[src/rtl/vmicro16_mem_wbm_pkg.sv]
// Shared types for the vmicro16 memory-stage Wishbone master.
// States are a plain 2-bit encoding so bus monitors can decode them directly.
package vmicro16_mem_wbm_pkg;

  localparam int WB_DATA_WIDTH = 16;

  typedef enum logic [1:0] {
    WBM_IDLE = 2'd0,
    WBM_STB  = 2'd1,
    WBM_WAIT = 2'd2,
    WBM_RESP = 2'd3
  } wbm_state_t;

  // A bus cycle is outstanding while strobing or waiting for the slave.
  function automatic logic wbm_busy(input wbm_state_t s);
    return (s == WBM_STB) || (s == WBM_WAIT);
  endfunction

endpackage

[src/rtl/vmicro16_mem_wbm_timeout.sv]
// Bus-cycle watchdog: counts enabled cycles, flags the TIMEOUT-th one combinationally.
// No backpressure; TIMEOUT=0 never expires.
module vmicro16_wbm_timeout #(
  parameter int TIMEOUT      = 255,
  parameter int TIMEOUT_BITS = 8
) (
  input  logic clk,
  input  logic reset,
  input  logic i_clr,
  input  logic i_en,
  output logic o_expired
);

  logic [TIMEOUT_BITS-1:0] r_cnt;
  logic                    w_hit;

  always_ff @(posedge clk) begin
    if (!reset) begin
      r_cnt <= '0;
    end else if (i_clr) begin
      r_cnt <= '0;
    end else if (i_en) begin
      r_cnt <= r_cnt + 1'b1;
    end
  end

  // Expiry lands in the cycle that would bring the count to TIMEOUT.
  assign w_hit     = (r_cnt == TIMEOUT_BITS'(TIMEOUT - 1));
  assign o_expired = i_en && w_hit && (TIMEOUT != 0);

endmodule

[src/rtl/vmicro16_mem_wbm.sv]
// Memory-stage Wishbone master: one LW/SW per pipelined cycle, 3 cycles minimum per op.
// req_ready only in IDLE; stall/wait cycles each add one cycle, timeout aborts with error.
module vmicro16_mem_wbm
  import vmicro16_mem_wbm_pkg::*;
#(
  parameter int DATA_WIDTH   = WB_DATA_WIDTH,
  parameter int RS_WIDTH     = 3,
  parameter int TIMEOUT      = 255,
  parameter int TIMEOUT_BITS = 8
) (
  input  logic                  clk,
  input  logic                  reset,
  input  logic                  req_valid,
  input  logic                  req_we,
  input  logic [DATA_WIDTH-1:0] req_addr,
  input  logic [DATA_WIDTH-1:0] req_wdata,
  input  logic [RS_WIDTH-1:0]   req_rd,
  output logic                  req_ready,
  output logic                  resp_valid,
  output logic [DATA_WIDTH-1:0] resp_data,
  output logic [RS_WIDTH-1:0]   resp_rd,
  output logic                  resp_we,
  output logic                  resp_err,
  output logic                  wb_cyc_o,
  output logic                  wb_stb_o,
  output logic                  wb_we_o,
  output logic [DATA_WIDTH-1:0] wb_addr_o,
  output logic [DATA_WIDTH-1:0] wb_data_o,
  input  logic [DATA_WIDTH-1:0] wb_data_i,
  input  logic                  wb_ack_i,
  input  logic                  wb_stall_i,
  input  logic                  wb_err_i
);

  wbm_state_t            r_state;
  logic                  r_we;
  logic [DATA_WIDTH-1:0] r_addr;
  logic [DATA_WIDTH-1:0] r_wdata;
  logic [RS_WIDTH-1:0]   r_rd;
  logic                  r_cyc;
  logic                  r_stb;
  logic                  r_resp_valid;
  logic                  r_resp_we;
  logic                  r_resp_err;
  logic [DATA_WIDTH-1:0] r_resp_data;
  logic [RS_WIDTH-1:0]   r_resp_rd;

  logic w_busy;
  logic w_accept;
  logic w_expired;
  logic w_rsp;
  logic w_done;
  logic w_err;

  assign w_busy   = wbm_busy(r_state);
  assign w_accept = (r_state == WBM_IDLE) && req_valid;
  // A slave response counts only once the strobe has been accepted.
  assign w_rsp    = (wb_ack_i || wb_err_i) &&
                    (((r_state == WBM_STB) && !wb_stall_i) || (r_state == WBM_WAIT));
  assign w_done   = w_rsp || w_expired;
  assign w_err    = wb_err_i || !w_rsp;

  vmicro16_wbm_timeout #(
    .TIMEOUT      (TIMEOUT),
    .TIMEOUT_BITS (TIMEOUT_BITS)
  ) u_timeout (
    .clk       (clk),
    .reset     (reset),
    .i_clr     (w_accept),
    .i_en      (w_busy),
    .o_expired (w_expired)
  );

  always_ff @(posedge clk) begin
    if (!reset) begin
      r_state      <= WBM_IDLE;
      r_we         <= 1'b0;
      r_addr       <= '0;
      r_wdata      <= '0;
      r_rd         <= '0;
      r_cyc        <= 1'b0;
      r_stb        <= 1'b0;
      r_resp_valid <= 1'b0;
      r_resp_we    <= 1'b0;
      r_resp_err   <= 1'b0;
      r_resp_data  <= '0;
      r_resp_rd    <= '0;
    end else begin
      r_resp_valid <= 1'b0;
      case (r_state)
        WBM_IDLE: begin
          if (req_valid) begin
            r_we    <= req_we;
            r_addr  <= req_addr;
            r_wdata <= req_wdata;
            r_rd    <= req_rd;
            r_cyc   <= 1'b1;
            r_stb   <= 1'b1;
            r_state <= WBM_STB;
          end
        end
        WBM_STB, WBM_WAIT: begin
          if (w_done) begin
            r_cyc        <= 1'b0;
            r_stb        <= 1'b0;
            r_resp_valid <= 1'b1;
            r_resp_err   <= w_err;
            r_resp_data  <= (w_err || r_we) ? '0 : wb_data_i;
            r_resp_rd    <= r_rd;
            r_resp_we    <= r_we;
            r_state      <= WBM_RESP;
          end else if ((r_state == WBM_STB) && !wb_stall_i) begin
            r_stb   <= 1'b0;
            r_state <= WBM_WAIT;
          end
        end
        WBM_RESP: r_state <= WBM_IDLE;
        default:  r_state <= WBM_IDLE;
      endcase
    end
  end

  assign req_ready  = (r_state == WBM_IDLE);
  assign resp_valid = r_resp_valid;
  assign resp_data  = r_resp_data;
  assign resp_rd    = r_resp_rd;
  assign resp_we    = r_resp_we;
  assign resp_err   = r_resp_err;
  assign wb_cyc_o   = r_cyc;
  assign wb_stb_o   = r_stb;
  assign wb_we_o    = r_we;
  assign wb_addr_o  = r_addr;
  assign wb_data_o  = r_wdata;

endmodule

[config.mk]
export PLATFORM = sky130hd
export DESIGN_NAME = vmicro16_mem_wbm
export DESIGN_NICKNAME = d
export VERILOG_FILES = /design/src/rtl/vmicro16_mem_wbm_pkg.sv /design/src/rtl/vmicro16_mem_wbm_timeout.sv /design/src/rtl/vmicro16_mem_wbm.sv
export SDC_FILE = /design/constraint.sdc
export NUM_CORES = 1
export LEC_CHECK = 0
export ABC_AREA = 0
export CORE_AREA = 3 3 93 95
export CTS_CLUSTER_SIZE = 20
export DETAILED_ROUTE_END_ITERATION = 8
export DIE_AREA = 0 0 96 98
export PLACE_DENSITY = 0.67
export SYNTH_ARGS = -nofsm -noshare
export SYNTH_HDL_FRONTEND = slang
export SYNTH_SLANG_ARGS = --single-unit
[constraint.sdc]
create_clock -name clk -period 4.05 [get_ports clk]
set_clock_uncertainty 0.1 [all_clocks]
set_input_delay 0.81 -clock clk [delete_from_list [all_inputs] [get_ports clk]]
set_output_delay 0.81 -clock clk [all_outputs]
set_load 0.01 [all_outputs]
# Word-level counts from Yosys, hierarchy flattened
# Cells that the tools add are included.
totals:
  register_bits: 70
  in_bits: 58
  output_inout_bits: 58
classes:
  n_addsub: 1
  eq_ne: 7
  mux: 12
  bitwise: 1
  n_reduce_logical: 22
op_table:
  columns: ["operator", "count"]
  rows:
  - ["16-bit 2-to-1 mux", 1]
  - ["8-bit by 1-bit adder with 8-bit output (second input constant)", 1]
  - ["8-bit equality test (second input constant)", 1]
  - ["2-bit AND reduction", 4]
  - ["1-bit logical OR", 6]
  - ["2-bit 2-to-1 mux", 3]
  - ["2-bit one-hot mux with 3 select lines", 1]
  - ["3-bit AND reduction", 2]
  - ["1-bit 2-to-1 mux", 5]
  - ["2-bit equality test (second input constant)", 2]
  - ["1-bit logical AND", 4]
  - ["2-bit inequality test (second input constant)", 2]
  - ["1-bit one-hot mux with 2 select lines", 2]
  - ["2-bit OR reduction", 2]
  - ["3-bit inequality test (second input constant)", 1]
  - ["2-bit by 1-bit equality test with 1-bit output (second input constant)", 1]
  - ["1-bit logical NOT", 2]
  - ["2-bit logical NOT", 1]
  - ["2-bit nonzero test", 1]
  - ["1-bit NOT", 1]

# Logic depth before layout (Yosys ltp)
logic_depth:
  depth_word: 8
  mapped_depth: 7
  depth_no_buf: 6

# By module
# From an unflattened synthesis, not the netlist that was laid out.
unflattened:
  hier_cells: 296
  hier_area_um2: 2708.8
modules_own_cells:
  columns: ["mod", "instances", "cells_each", "area_per_inst_um2", "seq_area_each_um2"]
  rows:
  - ["vmicro16_mem_wbm", 1, 254, 2339.7, 1241.2]
  - ["vmicro16_wbm_timeout", 1, 42, 369.1, 160.2]

# Least setup slack after synthesis
# Ideal clock, no wire load.
synth_timing:
  path_type: "input -> register"
  start: "input wb_stall_i"
  end: "register r_resp_data[10], in the netlist resp_data[10]"
  setup_ps: 60
  arrival_time_ps: 1832
  required_ps: 3890
  setup_slack_ps: 2058
  path_stages: 5
  n_path_buf: 1
  cell_sequence: "and2b_2 o2111ai_1 nor3b_2 buf_4 a32o_1"
synth_via:
  elab_chain_len: 8
synth_rtl:
  columns: ["element", "line", "text"]
  rows:
  - ["start: declaration", "vmicro16_mem_wbm.sv:31", "input logic wb_stall_i,"]
  - ["1-bit logical NOT (*)", "vmicro16_mem_wbm.sv:59", "(((r_state == WBM_STB) && !wb_stall_i) || (r_state == WBM_WAIT));"]
  - ["1-bit logical AND (*)", "vmicro16_mem_wbm.sv:59", null]
  - ["1-bit logical OR (*)", "vmicro16_mem_wbm.sv:59", null]
  - ["1-bit logical AND (*)", "vmicro16_mem_wbm.sv:58", "assign w_rsp = (wb_ack_i || wb_err_i) &&"]
  - ["1-bit logical NOT", "vmicro16_mem_wbm.sv:61", "assign w_err = wb_err_i || !w_rsp;"]
  - ["1-bit logical OR", "vmicro16_mem_wbm.sv:61", null]
  - ["1-bit logical OR", "vmicro16_mem_wbm.sv:108", "r_resp_data <= (w_err || r_we) ? '0 : wb_data_i;"]
  - ["16-bit 2-to-1 mux", "vmicro16_mem_wbm.sv:108", null]
  - ["end signal: assignment", "vmicro16_mem_wbm.sv:108", null]
  - ["end: declaration", "vmicro16_mem_wbm.sv:45", "logic [DATA_WIDTH-1:0] r_resp_data;"]
# Mark *: on every way between the ends. The rest lies on a longest branch, timed or not.
# A chain may end at the register's enable or synchronous reset.

# Worst setup path after layout
layout_timing:
  start: "register r_state[0]"
  end: "register r_resp_data[9], in the netlist resp_data[9]"
layout_lines:
  columns: ["element", "line", "text"]
  rows:
  - ["start: declaration", "vmicro16_mem_wbm.sv:35", "wbm_state_t r_state;"]
  - ["start signal: assignment", "vmicro16_mem_wbm.sv:76", "r_state <= WBM_IDLE;"]
  - ["start signal: assignment", "vmicro16_mem_wbm.sv:99", "r_state <= WBM_STB;"]
  - ["start signal: assignment", "vmicro16_mem_wbm.sv:111", "r_state <= WBM_RESP;"]
  - ["2-bit by 1-bit equality test with 1-bit output or 2-bit equality test (tied branches)", "vmicro16_mem_wbm_pkg.sv:16", "return (s == WBM_STB) || (s == WBM_WAIT);"]
  - ["1-bit logical OR (*)", "vmicro16_mem_wbm_pkg.sv:16", null]
  - ["via u_timeout.i_en", "vmicro16_mem_wbm_timeout.sv:10", "input logic i_en,"]
  - ["1-bit logical AND (*)", "vmicro16_mem_wbm_timeout.sv:29", "assign o_expired = i_en && w_hit && (TIMEOUT != 0);"]
  - ["1-bit logical OR (*)", "vmicro16_mem_wbm.sv:60", "assign w_done = w_rsp || w_expired;"]
  - ["2-bit AND reduction (no line) (*)", null, null]
# The timed path passes the listed nets; every way through them passes the cells marked *.

==> metrics.md <==
| Metric | Value |
|---|---|
| Status | `completed` |
| Cell taking the most area after synthesis | `dfxtp_1` |
| Setup TNS | `0 ns` |
| Worst-path clk slew | `0.08 ns` |
| Met1 Usage GRT | `18.9%` |
| Final nets | `469` |
| Synth top area cells | `dfxtp_1 (51%), nand2_1 (12%), a21boi_0 (9.8%), a32o_1 (5.8%), ha_1 (2.7%)` |
| Hold Startpoint | `r_rd[1]$_SDFFE_PN0P_` |
| Core ar. | `0.00781 sq mm` |
| Synth-to-layout area growth | `52.0%` |
| Initial antenna violation count | `0` |
| First-pass GRT wire length | `11.1 mm` |
| Post-synth EDFFs | `0` |
| Final min period | `2.64 ns` |
| Critical path peak fanout | `18` |
| CTS tree | `yes` |
| Initial core utilization | `35.4%` |
| CTS hold repair buffers | `0` |
| N_diodes | `0` |
| Max-cap violations | `0` |
| Postcts setup bufs | `0` |
| Post-synthesis cell area | `0.00276 sq mm` |
| Die width | `96 microns` |
| Cells on Worst Hold Path | `2` |
| # rows | `32` |
| Total GRT Usage | `15.0%` |
| HP Class | `reg2reg` |
| CTS Root Cell | `clkbuf_8` |
| Setup violations, final | `0` |
| Max transition margin | `26.6%` |
| Die Y | `98 microns` |
| M2 GR Usage | `23.3%` |
| Critical-path cell list | `inv_1 > ha_1 > o2111ai_1 > nor3b_2 > a32o_1` |
| Top_reg_cell synth | `dfxtp_1` |
| Top-area cell type share of the netlist area | `50.8%` |
| Critical path type | `reg2reg` |
| Leakage | `0.00155 uW` |
| DR iter-0 viols | `114` |
| Startpoint types | `register` |
| CP Capture Type | `register` |
| GR Layer Usage met3 | `5.32%` |
| GR Overflow Total | `0` |
| H-tree levels | `3` |
| Slew @ Worst Pin | `1.10 ns` |
| Drt first pass iters | `4` |
| DP Worst Slack | `1.14 ns` |
| Max Slew Vio Count | `0` |
| Skew-Pair Late Insertion Delay | `0.33 ns` |
| RSZ-0062 raised after global routing | `false` |
| FF-to-FF Start | `r_state[0]$_SDFFE_PN0P_` |
| Critical Path Source | `r_state[0]$_SDFFE_PN0P_` |
| Final Hold Fails | `0` |
| Worst EP arrival | `2.82 ns` |
| Crit path buf inv count | `1` |
| Maximum clock frequency | `378 MHz` |
| Die ar. | `0.00941 sq mm` |
| Synthesized instance count | `294` |
| Routed Wire Length | `6.99 mm` |
| Netlist cell types | `39` |
| CTS resizes | `0` |
| Via-per-instance ratio | `4.83` |
| Mean post-synth cell area | `9.39 sq um` |
| Largest net degree at the start of global routing | `37` |
| Antenna viol nets, final | `0` |
| HPWL Detailed | `4.90 mm` |
| Hold EP | `resp_rd[1]$_SDFFE_PN0P_` |
| PortBufs | `115` |
| Crit path required time | `4.22 ns` |
| CTS Buffer Depth | `2` |
| GP Congestion | `0.773` |
| R2R Path End | `resp_data[9]$_SDFFE_PN0P_` |
| Async SR Flop Fraction | `0%` |
| Post-layout worst setup margin | `1.41 ns` |
| Power Dens Cells | `478 mW/mm^2` |
| CP max-delay cell | `nor3b_2` |
| Warnings from Yosys | `0` |
| Drt drc | `0` |
| Top Usage Layer GRT | `met2` |
| Maximum vdd drop | `0.000304 V` |
| Layout cells sized above 1 | `6.59%` |
| CTS buffer count | `9` |
| CP peak stage delay | `0.94 ns` |
| Largest delay contributor family on the critical path | `simple AND/OR/NAND/NOR gates` |
| Tcrit/Tclk final | `65.3%` |
| I/O pin count | `116` |
| Number of global-route vias before repair | `2322` |
| Syn nets | `358` |
| Post-DR wirelength/cell | `13.7 microns` |
| Yosys reg bits | `70` |
| Post-synthesis sequential area ratio | `50.8%` |
| R2R setup slack | `1.41 ns` |
| Reg2Reg Depth | `5` |
| Vias | `2472` |
| Sink Count | `70` |
worst max-delay path by stage:
| stage | to | slack (ns) | depth (start not counted) |
|---|---|---|---|
| 3_3_place_gp | resp_data[13]$_SDFFE_PN0P_ | 1.21 | 5 |
| 6_report | resp_data[9]$_SDFFE_PN0P_ | 1.41 | 5 |
| 3_5_place_dp | resp_data[9]$_SDFFE_PN0P_ | 1.14 | 5 |
| 5_1_grt | resp_data[9]$_SDFFE_PN0P_ | 1.14 | 5 |
| 2_1_floorplan | resp_data[10]$_SDFFE_PN0P_ | 2.06 | 5 |
| 4_1_cts | resp_data[9]$_SDFFE_PN0P_ | 1.40 | 5 |
cell usage in the layout (no fill, tap or decap), types with 2 or more instances in the layout:
master	Yosys	final
nand2_1	89	89
mux2i_1	5	5
clkdlybuf4s50_1	0	114
nor2_1	6	6
xor2_1	3	3
inv_1	5	5
ha_1	6	6
a21oi_1	4	4
nand4_1	3	3
a32o_1	16	16
nand2b_1	3	3
bufinv_16	0	2
a31oi_1	3	3
o211ai_1	2	2
a21boi_0	36	36
dfxtp_1	70	70
buf_4	1	3
or3_1	3	3
o21ai_0	4	4
clkbuf_8	0	11
and2_1	2	2
cell families after synthesis:
kind of cell	count (synthesis)	share of synthesized area (%)
simple gates	112	17.9
compound gates	74	21.4
flops	70	50.8
buf+inv	23	4.08
fa+ha+maj	6	2.72
mux	5	1.81
xor+xnor	4	1.27
through the flow:
step	hold slack (ns)	power (uW)	cells	instance area, sq um	util, %
after global routing	0.384	2130	512	4200	53.7
after floorplan	0.338	1140	294	2760	-
after global placement	0.346	1370	496	3960	50.8
after CTS	0.365	2040	512	4200	53.7
after detailed placement	0.355	1380	496	3960	50.8
final	0.354	2000	512	4200	53.7
state kept, by name, summed over array words and instances, names as in the netlist, 2 cells and up:
name	flops
wb_data_o	16
r_rd	3
r_state	2
u_timeout.r_cnt	8
resp_data	16
resp_rd	3
wb_addr_o	16
per-layer routing:
layer,wire length [microns],vias up
li1,-,1234
met1,3200,1146
met2,3120,87
met3,585,5
met4,87,0
met5,0,-
synth_stat cells, types with 2 or more instances:
cell and n:
a21boi_0 36, a21oi_1 4, a31oi_1 3, a32o_1 16, and2_1 2, buf_1 2, buf_6 2, clkbuf_1 11
dfxtp_1 70, ha_1 6, inv_1 5, mux2i_1 5, nand2_1 89, nand2b_1 3, nand4_1 3, nor2_1 6
o211ai_1 2, o21ai_0 4, or3_1 3, xor2_1 3
worst register-to-register path, stage by stage (launching register included):
cell and delay [ns]:
dfxtp_1 0.38, inv_1 0.08, ha_1 0.61, o2111ai_1 0.25
nor3b_2 0.94, a32o_1 0.22
where the power goes:
group	internal, uW	switching, uW
logic	269	278
registers	766	47.1
clock network	384	261
total	1420	586
cell type report:
class                           instances  area (sq um)
Fill cell                             747          3610
Tap cell                              102           128
Clock buffer                           12           155
Sequential cell                        70          1400
Clock inverter                          4          77.6
Multi-Input combinational cell        201          1250
Inverter                                5          18.8
Timing Repair Buffer                  118          1170
(Power assumes the default switching activity.)
